===== src/rtl/ladner_fischer_approx_pipe_if.sv =====
// Operand/result stream bundle for the approximate Ladner-Fischer adder pipeline.
interface ladner_fischer_approx_pipe_if #(
   parameter int unsigned WIDTH = 16
);
   logic             in_valid;
   logic             in_ready;
   logic [WIDTH-1:0] a;
   logic [WIDTH-1:0] b;
   logic             carry_in;
   logic             approx_en;
   logic             out_valid;
   logic             out_ready;
   logic [WIDTH:0]   sum;
   logic             mismatch;

   // Producer/consumer side (drives operands, accepts results)
   modport master (
      output in_valid, a, b, carry_in, approx_en, out_ready,
      input  in_ready, out_valid, sum, mismatch
   );

   // Adder side
   modport slave (
      input  in_valid, a, b, carry_in, approx_en, out_ready,
      output in_ready, out_valid, sum, mismatch
   );
endinterface


===== src/rtl/ladner_fischer_approx_pipe.sv =====
// Parametrised approximate/exact Ladner-Fischer adder with a valid/ready
// pipeline and an on-line saturating mismatch counter.
module ladner_fischer_approx_pipe #(
   parameter int unsigned WIDTH  = 16,
   parameter int unsigned K      = 6,
   parameter int unsigned STAGES = 2,
   parameter int unsigned CNT_W  = 16
) (
   input  logic                         clk,
   input  logic                         rst,
   ladner_fischer_approx_pipe_if.slave  bus,
   input  logic                         err_clr,
   output logic [CNT_W-1:0]             err_cnt
);

   localparam int unsigned LVL     = (WIDTH > 1) ? $clog2(WIDTH) : 1;
   localparam int          KI      = int'(K);
   localparam int unsigned LAST    = STAGES - 1;
   localparam logic [CNT_W-1:0] CNT_MAX = '1;

   // Sparse minimum-depth prefix tree: returns group generate G[0..i] per bit.
   function automatic logic [WIDTH-1:0] lf_prefix(input logic [WIDTH-1:0] g_in,
                                                  input logic [WIDTH-1:0] p_in);
      logic [WIDTH-1:0] g;
      logic [WIDTH-1:0] p;
      logic [WIDTH-1:0] gn;
      logic [WIDTH-1:0] pn;
      int               j;
      g = g_in;
      p = p_in;
      for (int l = 0; l < int'(LVL); l++) begin
         gn = g;
         pn = p;
         for (int i = 0; i < int'(WIDTH); i++) begin
            if (((i >> l) & 1) == 1) begin
               // last node of the preceding aligned block of size 2^l
               j     = ((i >> l) << l) - 1;
               gn[i] = g[i] | (p[i] & g[j]);
               pn[i] = p[i] & p[j];
            end
         end
         g = gn;
         p = pn;
      end
      return g;
   endfunction

   logic [WIDTH-1:0] w_p;
   logic [WIDTH-1:0] w_g;
   logic [WIDTH-1:0] w_gx;
   logic [WIDTH-1:0] w_c_exa;
   logic [WIDTH-1:0] w_c_apx;
   logic [WIDTH-1:0] w_ga;
   logic [WIDTH-1:0] w_pa;
   logic [WIDTH:0]   w_sum_exa;
   logic [WIDTH:0]   w_sum_apx;
   logic [WIDTH:0]   w_sum_sel;
   logic             w_mismatch;
   logic             w_adv;
   logic             w_count;

   logic [STAGES-1:0]            r_vld;
   logic [STAGES-1:0]            r_apx;
   logic [STAGES-1:0]            r_mis;
   logic [STAGES-1:0][WIDTH:0]   r_sum;
   logic [CNT_W-1:0]             r_err_cnt;

   assign w_p = bus.a ^ bus.b;
   assign w_g = bus.a & bus.b;

   // Fold carry_in into bit 0 generate so the prefix tree yields true carries
   always_comb begin
      w_gx    = w_g;
      w_gx[0] = w_g[0] | (w_p[0] & bus.carry_in);
   end

   assign w_c_exa   = lf_prefix(w_gx, w_p);
   assign w_sum_exa = {w_c_exa[WIDTH-1], w_p ^ {w_c_exa[WIDTH-2:0], bus.carry_in}};

   // Approximate carries: low K bits keep only local generate; the upper region
   // is a prefix over bits K.. seeded with c_{K-1} = g_{K-1}
   always_comb begin
      w_ga = '0;
      w_pa = '0;
      for (int i = 0; i < int'(WIDTH); i++) begin
         if (i == KI - 1) begin
            w_ga[i] = w_g[i];
         end else if (i >= KI) begin
            w_ga[i] = w_gx[i];
            w_pa[i] = w_p[i];
         end
      end
      w_c_apx = lf_prefix(w_ga, w_pa);
      for (int i = 0; i < int'(WIDTH); i++) begin
         if (i < KI) begin
            w_c_apx[i] = w_g[i];
         end
      end
   end

   assign w_sum_apx  = {w_c_apx[WIDTH-1], w_p ^ {w_c_apx[WIDTH-2:0], bus.carry_in}};
   assign w_mismatch = (w_sum_apx != w_sum_exa);
   assign w_sum_sel  = bus.approx_en ? w_sum_apx : w_sum_exa;

   // Single global advance: everything moves unless a result is stuck at the output
   assign w_adv        = !r_vld[LAST] | bus.out_ready;
   assign bus.in_ready = w_adv;

   // Result pipeline; bubbles shift along with valid beats
   always_ff @(posedge clk) begin
      if (rst) begin
         r_vld <= '0;
         r_apx <= '0;
         r_mis <= '0;
         r_sum <= '0;
      end else if (w_adv) begin
         r_vld[0] <= bus.in_valid;
         r_apx[0] <= bus.approx_en;
         r_mis[0] <= w_mismatch;
         r_sum[0] <= w_sum_sel;
         for (int s = 1; s < int'(STAGES); s++) begin
            r_vld[s] <= r_vld[s-1];
            r_apx[s] <= r_apx[s-1];
            r_mis[s] <= r_mis[s-1];
            r_sum[s] <= r_sum[s-1];
         end
      end
   end

   assign w_count = r_vld[LAST] & bus.out_ready & r_apx[LAST] & r_mis[LAST];

   // Saturating count of delivered approximate beats that differ from exact; clear wins
   always_ff @(posedge clk) begin
      if (rst) begin
         r_err_cnt <= '0;
      end else if (err_clr) begin
         r_err_cnt <= '0;
      end else if (w_count && (r_err_cnt != CNT_MAX)) begin
         r_err_cnt <= r_err_cnt + CNT_W'(1);
      end
   end

   assign bus.out_valid = r_vld[LAST];
   assign bus.sum       = r_sum[LAST];
   assign bus.mismatch  = r_mis[LAST];
   assign err_cnt       = r_err_cnt;

endmodule


===== src/flat_wrapper.sv =====
// flat-port wrapper written by rule: the top's interface ports become plain ports
module ladner_fischer_approx_pipe_flat 
#(
   parameter int unsigned WIDTH  = 16,
   parameter int unsigned K      = 6,
   parameter int unsigned STAGES = 2,
   parameter int unsigned CNT_W  = 16
)
  (clk, rst, err_clr, err_cnt, bus_in_valid, bus_a, bus_b, bus_carry_in, bus_approx_en, bus_out_ready, bus_in_ready, bus_out_valid, bus_sum, bus_mismatch);
  ladner_fischer_approx_pipe_if #(.WIDTH(WIDTH)) bus_i ();
  input  logic clk;
  input  logic rst;
  input  logic err_clr;
  output logic [CNT_W-1:0] err_cnt;
  input wire logic [$bits(bus_i.in_valid)-1:0] bus_in_valid;
  input wire logic [$bits(bus_i.a)-1:0] bus_a;
  input wire logic [$bits(bus_i.b)-1:0] bus_b;
  input wire logic [$bits(bus_i.carry_in)-1:0] bus_carry_in;
  input wire logic [$bits(bus_i.approx_en)-1:0] bus_approx_en;
  input wire logic [$bits(bus_i.out_ready)-1:0] bus_out_ready;
  output wire logic [$bits(bus_i.in_ready)-1:0] bus_in_ready;
  output wire logic [$bits(bus_i.out_valid)-1:0] bus_out_valid;
  output wire logic [$bits(bus_i.sum)-1:0] bus_sum;
  output wire logic [$bits(bus_i.mismatch)-1:0] bus_mismatch;
  assign bus_i.in_valid = bus_in_valid;
  assign bus_i.a = bus_a;
  assign bus_i.b = bus_b;
  assign bus_i.carry_in = bus_carry_in;
  assign bus_i.approx_en = bus_approx_en;
  assign bus_i.out_ready = bus_out_ready;
  assign bus_in_ready = bus_i.in_ready;
  assign bus_out_valid = bus_i.out_valid;
  assign bus_sum = bus_i.sum;
  assign bus_mismatch = bus_i.mismatch;
  ladner_fischer_approx_pipe #(.WIDTH(WIDTH), .K(K), .STAGES(STAGES), .CNT_W(CNT_W)) u_core (.clk(clk), .rst(rst), .bus(bus_i), .err_clr(err_clr), .err_cnt(err_cnt));
endmodule

===== config.mk =====
export PLATFORM = sky130hd
export DESIGN_NAME = ladner_fischer_approx_pipe_flat
export DESIGN_NICKNAME = d
export VERILOG_FILES = /design/src/rtl/ladner_fischer_approx_pipe_if.sv /design/src/rtl/ladner_fischer_approx_pipe.sv /design/src/flat_wrapper.sv
export SDC_FILE = /design/constraint.sdc
export NUM_CORES = 1
export LEC_CHECK = 0
export CORE_MARGIN = 2
export CORE_UTILIZATION = 48
export CTS_BUF_LIST = sky130_fd_sc_hd__clkbuf_8
export DETAILED_ROUTE_END_ITERATION = 6
export PLACE_DENSITY = 0.82
export RECOVER_POWER = 50
export SLEW_MARGIN = 20
export SYNTH_ARGS = -nofsm -noshare
export SYNTH_HDL_FRONTEND = slang
export SYNTH_SLANG_ARGS = --single-unit

===== constraint.sdc =====
create_clock -name clk -period 3.25 [get_ports clk]
set_input_delay 0.65 -clock clk [delete_from_list [all_inputs] [get_ports clk]]
set_output_delay 0.65 -clock clk [all_outputs]
set_load 0.1 [all_outputs]

==> out/metrics.cfg, run 1 <==
[worst_setup_path]
path_class=input port to flip-flop
r2r_cells=6
max_stage_delay_ns=0.48
crit_end=u_core.r_mis[0]$_SDFFE_PP0P_
end_kind=flip-flop
crit_slowest_cell=clkdlybuf4s50_1
reg2reg_from=u_core.err_cnt[2]$_SDFFE_PP0P_
worstPathRequired_ns=3.44
start_kind=input port
reg2reg_to=u_core.err_cnt[14]$_SDFFE_PP0P_
path_max_fanout=3
crit_chain=clkdlybuf4s50_1 > inv_1 > fa_2 > nand3b_1 > and3_4 > nor2_4 > a21oi_2 > fa_1 > xor2_1 > nor3_1 > nand4b_1 > a41oi_2 > a211oi_1
startpoint=bus_a[1]
reg2reg_slack_ns=1.49
arrival_ns=3.32

[clock_tree]
cts.path.max_buffers=2
cts_hold_buf=0
root_buffer=clkbuf_8
cts_tree=built
cts.htree.levels=2
cts_buffers=5
clk_pin_slew_ns=0.10
insertion_delay_ns=0.31
cts_sinks=56

[sta]
relSlewSlack_pct=18.4
holdWs_ns=0.455
slew_violations=0
hold_violations=0
setup_tns_ns=0
fin_crit_ns=3.14
period_share_pct=96.5
setup_violations=0
worst_pin_slew_ns=1.23
max_freq_ghz=0.319
finalClockSkew_ns=0.00817

[grt]
antenna_found_initial=0
grt_pass1_vias=2909
grt_pass1_wl_um=13100
overflow=0
grt_max_degree=44
grt_usage_pct=19.2

[power_and_ir_drop]
finalPower_mw=1.74
power_leakage_nw=1.75
power_density_nw_per_um2=405
ir_worst_vdd_uv=201

[synthesis]
netlist.area_leader.share_pct=31.7
synth_edf_count=0
syn_inst=429
yosys-top-cells-count=nand2_1 (63), dfxtp_1 (56), nor2_1 (44), a21oi_1 (37), xor2_1 (23)
synth_seq_area_share_pct=31.7
synthesis.nets=494
ys_ff_latch=56
yosysMostFrequentCell=nand2_1
netlist_area_um2=3540
yosysWarnings=0
async_flop_share_pct=0
yosys.area.top_type=dfxtp_1
synth_area_per_cell_um2=8.25
synthDistinctLibCells=60
synth-main-ff-cell=dfxtp_1
synthTopCellsByArea=dfxtp_1 (32%), nand2_1 (6.7%), ha_1 (6.0%)

[placement]
dp_cells=582
globalplace.congestion=0.845
hpwl_um=6040
io_buffers=74

[layout]
nets=557
fillCellCount=668
fin_cells=592
syn_to_final_growth_pct=21.2
num_antenna_cells=0
drive_gt1_share_pct=12.8

[drt]
dr.pass1.iters=6
drt_wl_total_um=7810
drtIter0Drc=179
vias_per_cell=5.28
drc=0
ant_nets=0
num_vias=3124
wl_per_cell_um=13.2

[floorplanning]
fp-row-count=31
design.core.area_um2=7210
die-area_um2=8080
initial_utilization_pct=49.1
num_io_pins=75
die_h_um=89.9
dieWidth_um=89.9

[run]
maxCapViolCount=0

[min_path]
hold_class=flip-flop to flip-flop

[run_status]
status=complete, no violations

## worst max-delay path: cells and delay by family
family          cells  cell delay (ns)
simple gates        5             0.80
buf+inv             2             0.54
compound gates      3             0.33
fa+ha+maj           2             0.83
xor+xnor            1             0.17
## where the power goes
part           total [mW]  switching, mW  internal [mW]
logic               0.593          0.374          0.220
clock network       0.386          0.231          0.155
registers           0.759         0.0241          0.735
total                1.74          0.629           1.11
## logic make-up (layout without fill, tap and decap cells)
group                    after synthesis  count (layout)  synth area share [%]
AO/OA/AOI/OAI                         78              78                  15.3
XOR/XNOR                              31              31                  7.67
adder cells (fa/ha/maj)               26              26                  11.1
buffers and inverters                 62             126                  8.77
flip-flops                            56              56                  31.7
multiplexers                           6               6                  1.70
AND/OR/NAND/NOR                      170             170                  23.8
## metal layers
| layer | vias to the layer above | track usage (%) | wire length, um |
|---|---|---|---|
| met5 | - | 0 | 0 |
| met4 | 0 | 4.87 | 104 |
| met3 | 11 | 3.27 | 365 |
| met2 | 88 | 34.6 | 3820 |
| met1 | 1444 | 23.7 | 3520 |
| li1 | 1581 | - | - |
## sequential cells by signal, indices dropped and copies added (netlist names)
name,flops
u_core.err_cnt,16
u_core.r_vld,2
u_core.r_apx,2
u_core.bus.sum,17
u_core.r_sum,17
u_core.r_mis,2
## worst min-delay path by stage
stage / from / endpoint / slack [ns] / depth (start not counted)
6_report: u_core.bus.sum[1]$_SDFFE_PP0P_ / u_core.bus.sum[1]$_SDFFE_PP0P_ / 0.45 / 2
5_1_grt: u_core.bus.sum[13]$_SDFFE_PP0P_ / u_core.bus.sum[13]$_SDFFE_PP0P_ / 0.48 / 2
4_1_cts: u_core.bus.sum[11]$_SDFFE_PP0P_ / u_core.bus.sum[11]$_SDFFE_PP0P_ / 0.46 / 2
3_5_place_dp: u_core.bus.sum[11]$_SDFFE_PP0P_ / u_core.bus.sum[11]$_SDFFE_PP0P_ / 0.44 / 2
3_3_place_gp: u_core.r_sum[0]$_SDFFE_PP0P_ / u_core.r_sum[0]$_SDFFE_PP0P_ / 0.44 / 2
2_1_floorplan: u_core.r_sum[0]$_SDFFE_PP0P_ / u_core.r_sum[0]$_SDFFE_PP0P_ / 0.43 / 2
## cell usage in the layout (no fill, tap or decap), drive strengths merged, types with 7 or more instances in the layout
master / n
nor2: 44
nand4: 7
buf: 29
xnor2: 8
nand2: 63
nand3: 9
ha: 17
dfxtp: 56
o21ai: 9
clkdlybuf4s50: 31
a21oi: 37
inv: 24
fa: 9
clkbuf: 33
xor2: 23
a211oi: 7
## final cells by class
cell class / count / area, um^2 / share of cell area, %
Multi-Input combinational cell: 311 / 2150 / 50.1
Sequential cell: 56 / 1120 / 26.1
Timing Repair Buffer: 95 / 717 / 16.7
Tap cell: 99 / 124 / 2.89
Inverter: 23 / 86.3 / 2.01
Clock buffer: 5 / 68.8 / 1.60
Clock inverter: 3 / 22.5 / 0.525
## through the flow
stage                     setup WS, ns  utilization [%]  area [um^2]
after global placement          -0.417             58.9         4250
final                            0.114             59.5         4290
after CTS                      0.00749             60.6         4370
after floorplan                  0.158                -         3540
after detailed placement        -0.601             58.9         4250
after global routing          -0.00702             59.5         4290
## timing repair
action	4_1_cts	5_1_grt
buffers inserted	1	1
pin swaps	8	5
setup endpoints to repair	1	1
resized for setup	14	5
No activity file was read; power rests on OpenSTA's default activity.
==> run 2, diff against run 1 <==
Settings changed: MAX_ROUTING_LAYER set to met4, SETUP_SLACK_MARGIN set to 0.02.
==> run 2 against run 1 <==
Against the previous run:
- sequential share of layout area about the same
- cell area about the same
- non-clock buffer count unchanged
- clock-buffer cell count unchanged
- combinational power about the same
- critical path type unchanged
- critical endpoint unchanged
- highest routed layer unchanged
==> out/metrics.cfg, run 2 (synthesized netlist as in run 1, its figures left out) <==
[power_and_ir_drop]
finalPower_mw=1.74  ; +0.10%
power_density_nw_per_um2=406  ; +0.13%
power_leakage_nw=1.75  ; +0.11%
p_int_mw=1.11  ; about the same
swShare_pct=36.3  ; +0.087 points
power.switching_uw=631  ; +0.34%
pwr-share-clk_pct=22.3  ; about the same
ir_worst_vdd_uv=201  ; about the same
seqPwrFrac_pct=43.6  ; about the same
combPwrFrac_pct=34.1  ; about the same

[worst_setup_path]
path_class=input port to flip-flop
max_stage_delay_ns=0.48  ; about the same
worstPathRequired_ns=3.44  ; about the same
path_max_fanout=3  ; unchanged
crit_chain=dlygate4sd2_1 > fa_2 > inv_2 > fa_2 > nand3b_1 > and3_4 > nor2_4 > a21oi_2 > fa_1 > xor2_1 > nor3_1 > nand4b_1 > a41oi_2 > a211oi_1
arrival_ns=3.28  ; -0.04 ns
cp_common_cell=fa_2
end_kind=flip-flop
crit_slowest_cell=fa_1
cp_top_family=adder cells
critPathBufInv=2  ; unchanged
start_kind=input port

[sta]
slew_violations=0  ; unchanged
grt_setup_unrepaired=no
fin_crit_ns=3.10  ; -0.0372 ns
worst_pin_slew_ns=1.23  ; -0.000142 ns
max_freq_ghz=0.323  ; +1.2%
setup_tns_ns=0  ; unchanged
setup_violations=0  ; unchanged
period_share_pct=95.3  ; -1.1 points
hold_violations=0  ; unchanged
finalClockSkew_ns=0.00830  ; +0.000133 ns
relSlewSlack_pct=18.4  ; about the same

[grt]
overflow=0  ; unchanged
grt_max_degree=44  ; unchanged
grt_pass1_wl_um=13100  ; +0.31%
antenna_found_initial=0  ; unchanged
grt_pass1_vias=2901  ; -0.28%
grt_usage_pct=19.7  ; +0.59 points

[floorplanning]
die_h_um=89.9  ; unchanged
fp-row-count=31  ; unchanged
die-area_um2=8080  ; unchanged
design.core.area_um2=7210  ; unchanged
initial_utilization_pct=49.1  ; unchanged
num_io_pins=75  ; unchanged
dieWidth_um=89.9  ; unchanged

[clock_tree]
cts.htree.levels=2  ; unchanged
cts_tree=built
cts_buffers=5  ; unchanged
cts_sinks=56  ; unchanged
root_buffer=clkbuf_8
cts_hold_buf=0  ; unchanged
insertion_delay_ns=0.31  ; about the same
cts.path.max_buffers=2  ; unchanged
clk_pin_slew_ns=0.10  ; about the same

[placement]
globalplace.congestion=0.858  ; +1.6%
hpwl_um=6040  ; unchanged
dp_cells=582  ; unchanged
io_buffers=74  ; unchanged
postPlaceCellArea_um2=4250  ; unchanged

[drt]
dr.pass1.iters=6  ; unchanged
drc=0  ; unchanged
drt_wl_total_um=7860  ; +0.61%
num_vias=3115  ; -0.29%
wl_per_cell_um=13.3  ; +0.61%
drtIter0Drc=176  ; -1.7%
ant_nets=0  ; unchanged
vias_per_cell=5.26  ; -0.29%

[run]
maxCapViolCount=0  ; unchanged

[run_status]
status=complete, no violations

[layout]
multiInputGateArea_um2=2150  ; unchanged
final_common_cell=nand2_1
nets=557  ; unchanged
drive_gt1_share_pct=13.0  ; +0.20 points
fillCellCount=667  ; -0.15%
regArea_um2=1120  ; unchanged
finish.instance_area_um2=4290  ; about the same
fin_cells=592  ; unchanged
final_cell_mix=nand2_1 (63), dfxtp_1 (56), nor2_1 (43), a21oi_1 (36), clkdlybuf4s50_1 (29)
syn_to_final_growth_pct=21.1  ; about the same
num_antenna_cells=0  ; unchanged

[min_path]
hold_class=flip-flop to flip-flop

run 2: final cells by class:
cell class / count / share of cell area [%]
multi-input cells: 311 / 50.1
repair buffers: 95 / 16.7
clock inverters: 3 / 0.525
inverters: 23 / 2.01
clock buffers: 5 / 1.60
flip-flops and latches: 56 / 26.1
well taps: 99 / 2.89
run 2: metal layers:
metal / wire [um] / GRT usage [%]
met5: 0 / -
met4: 105 / 4.87
met3: 345 / 2.93
met1: 3600 / 24.2
met2: 3800 / 34.5
run 2: per-stage QoR:
stage | worst slack [ns] | hold slack [ns] | util [%]
6_report | 0.151 | 0.455 | 59.4
5_1_grt | 0.0180 | 0.479 | 59.4
4_1_cts | 0.0560 | 0.460 | 60.6
3_5_place_dp | -0.601 | 0.445 | 58.9
3_3_place_gp | -0.417 | 0.442 | 58.9
2_1_floorplan | 0.158 | 0.432 | -
run 2: power by group through the flow:
| stage | registers, mW | logic (mW) | clock network, mW |
|---|---|---|---|
| after global placement | 0.774 | 0.576 | 0 |
| after CTS | 0.759 | 0.601 | 0.397 |
| after floorplan | 0.780 | 0.435 | 0 |
| final | 0.759 | 0.594 | 0.387 |
| after global routing | 0.765 | 0.645 | 0.428 |
| after detailed placement | 0.775 | 0.591 | 0 |
run 2: worst paths after layout:
path,startpoint,cells past startpoint,end,slack (ns)
worst min-delay path,u_core.bus.sum[1]$_SDFFE_PP0P_,2,u_core.bus.sum[1]$_SDFFE_PP0P_,0.46
worst max-delay path,bus_carry_in,14,u_core.r_mis[0]$_SDFFE_PP0P_,0.15
worst min register to register,u_core.bus.sum[1]$_SDFFE_PP0P_,2,u_core.bus.sum[1]$_SDFFE_PP0P_,0.46
worst max register to register,u_core.err_cnt[2]$_SDFFE_PP0P_,6,u_core.err_cnt[14]$_SDFFE_PP0P_,1.48
run 2: worst reg2reg max path, delay by kind of cell, from the launching register on:
kind	cells	cell delay (ns)
simple gates	4	0.71
flops	1	0.44
compound gates	1	0.36
xor+xnor	1	0.15
run 2: repair_timing:
action | in CTS | in global routing
gates resized for setup | 16 | 7
endpoints found under the setup margin | 1 | 1
pin swaps | 8 | 7
setup buffers | 1 | 1
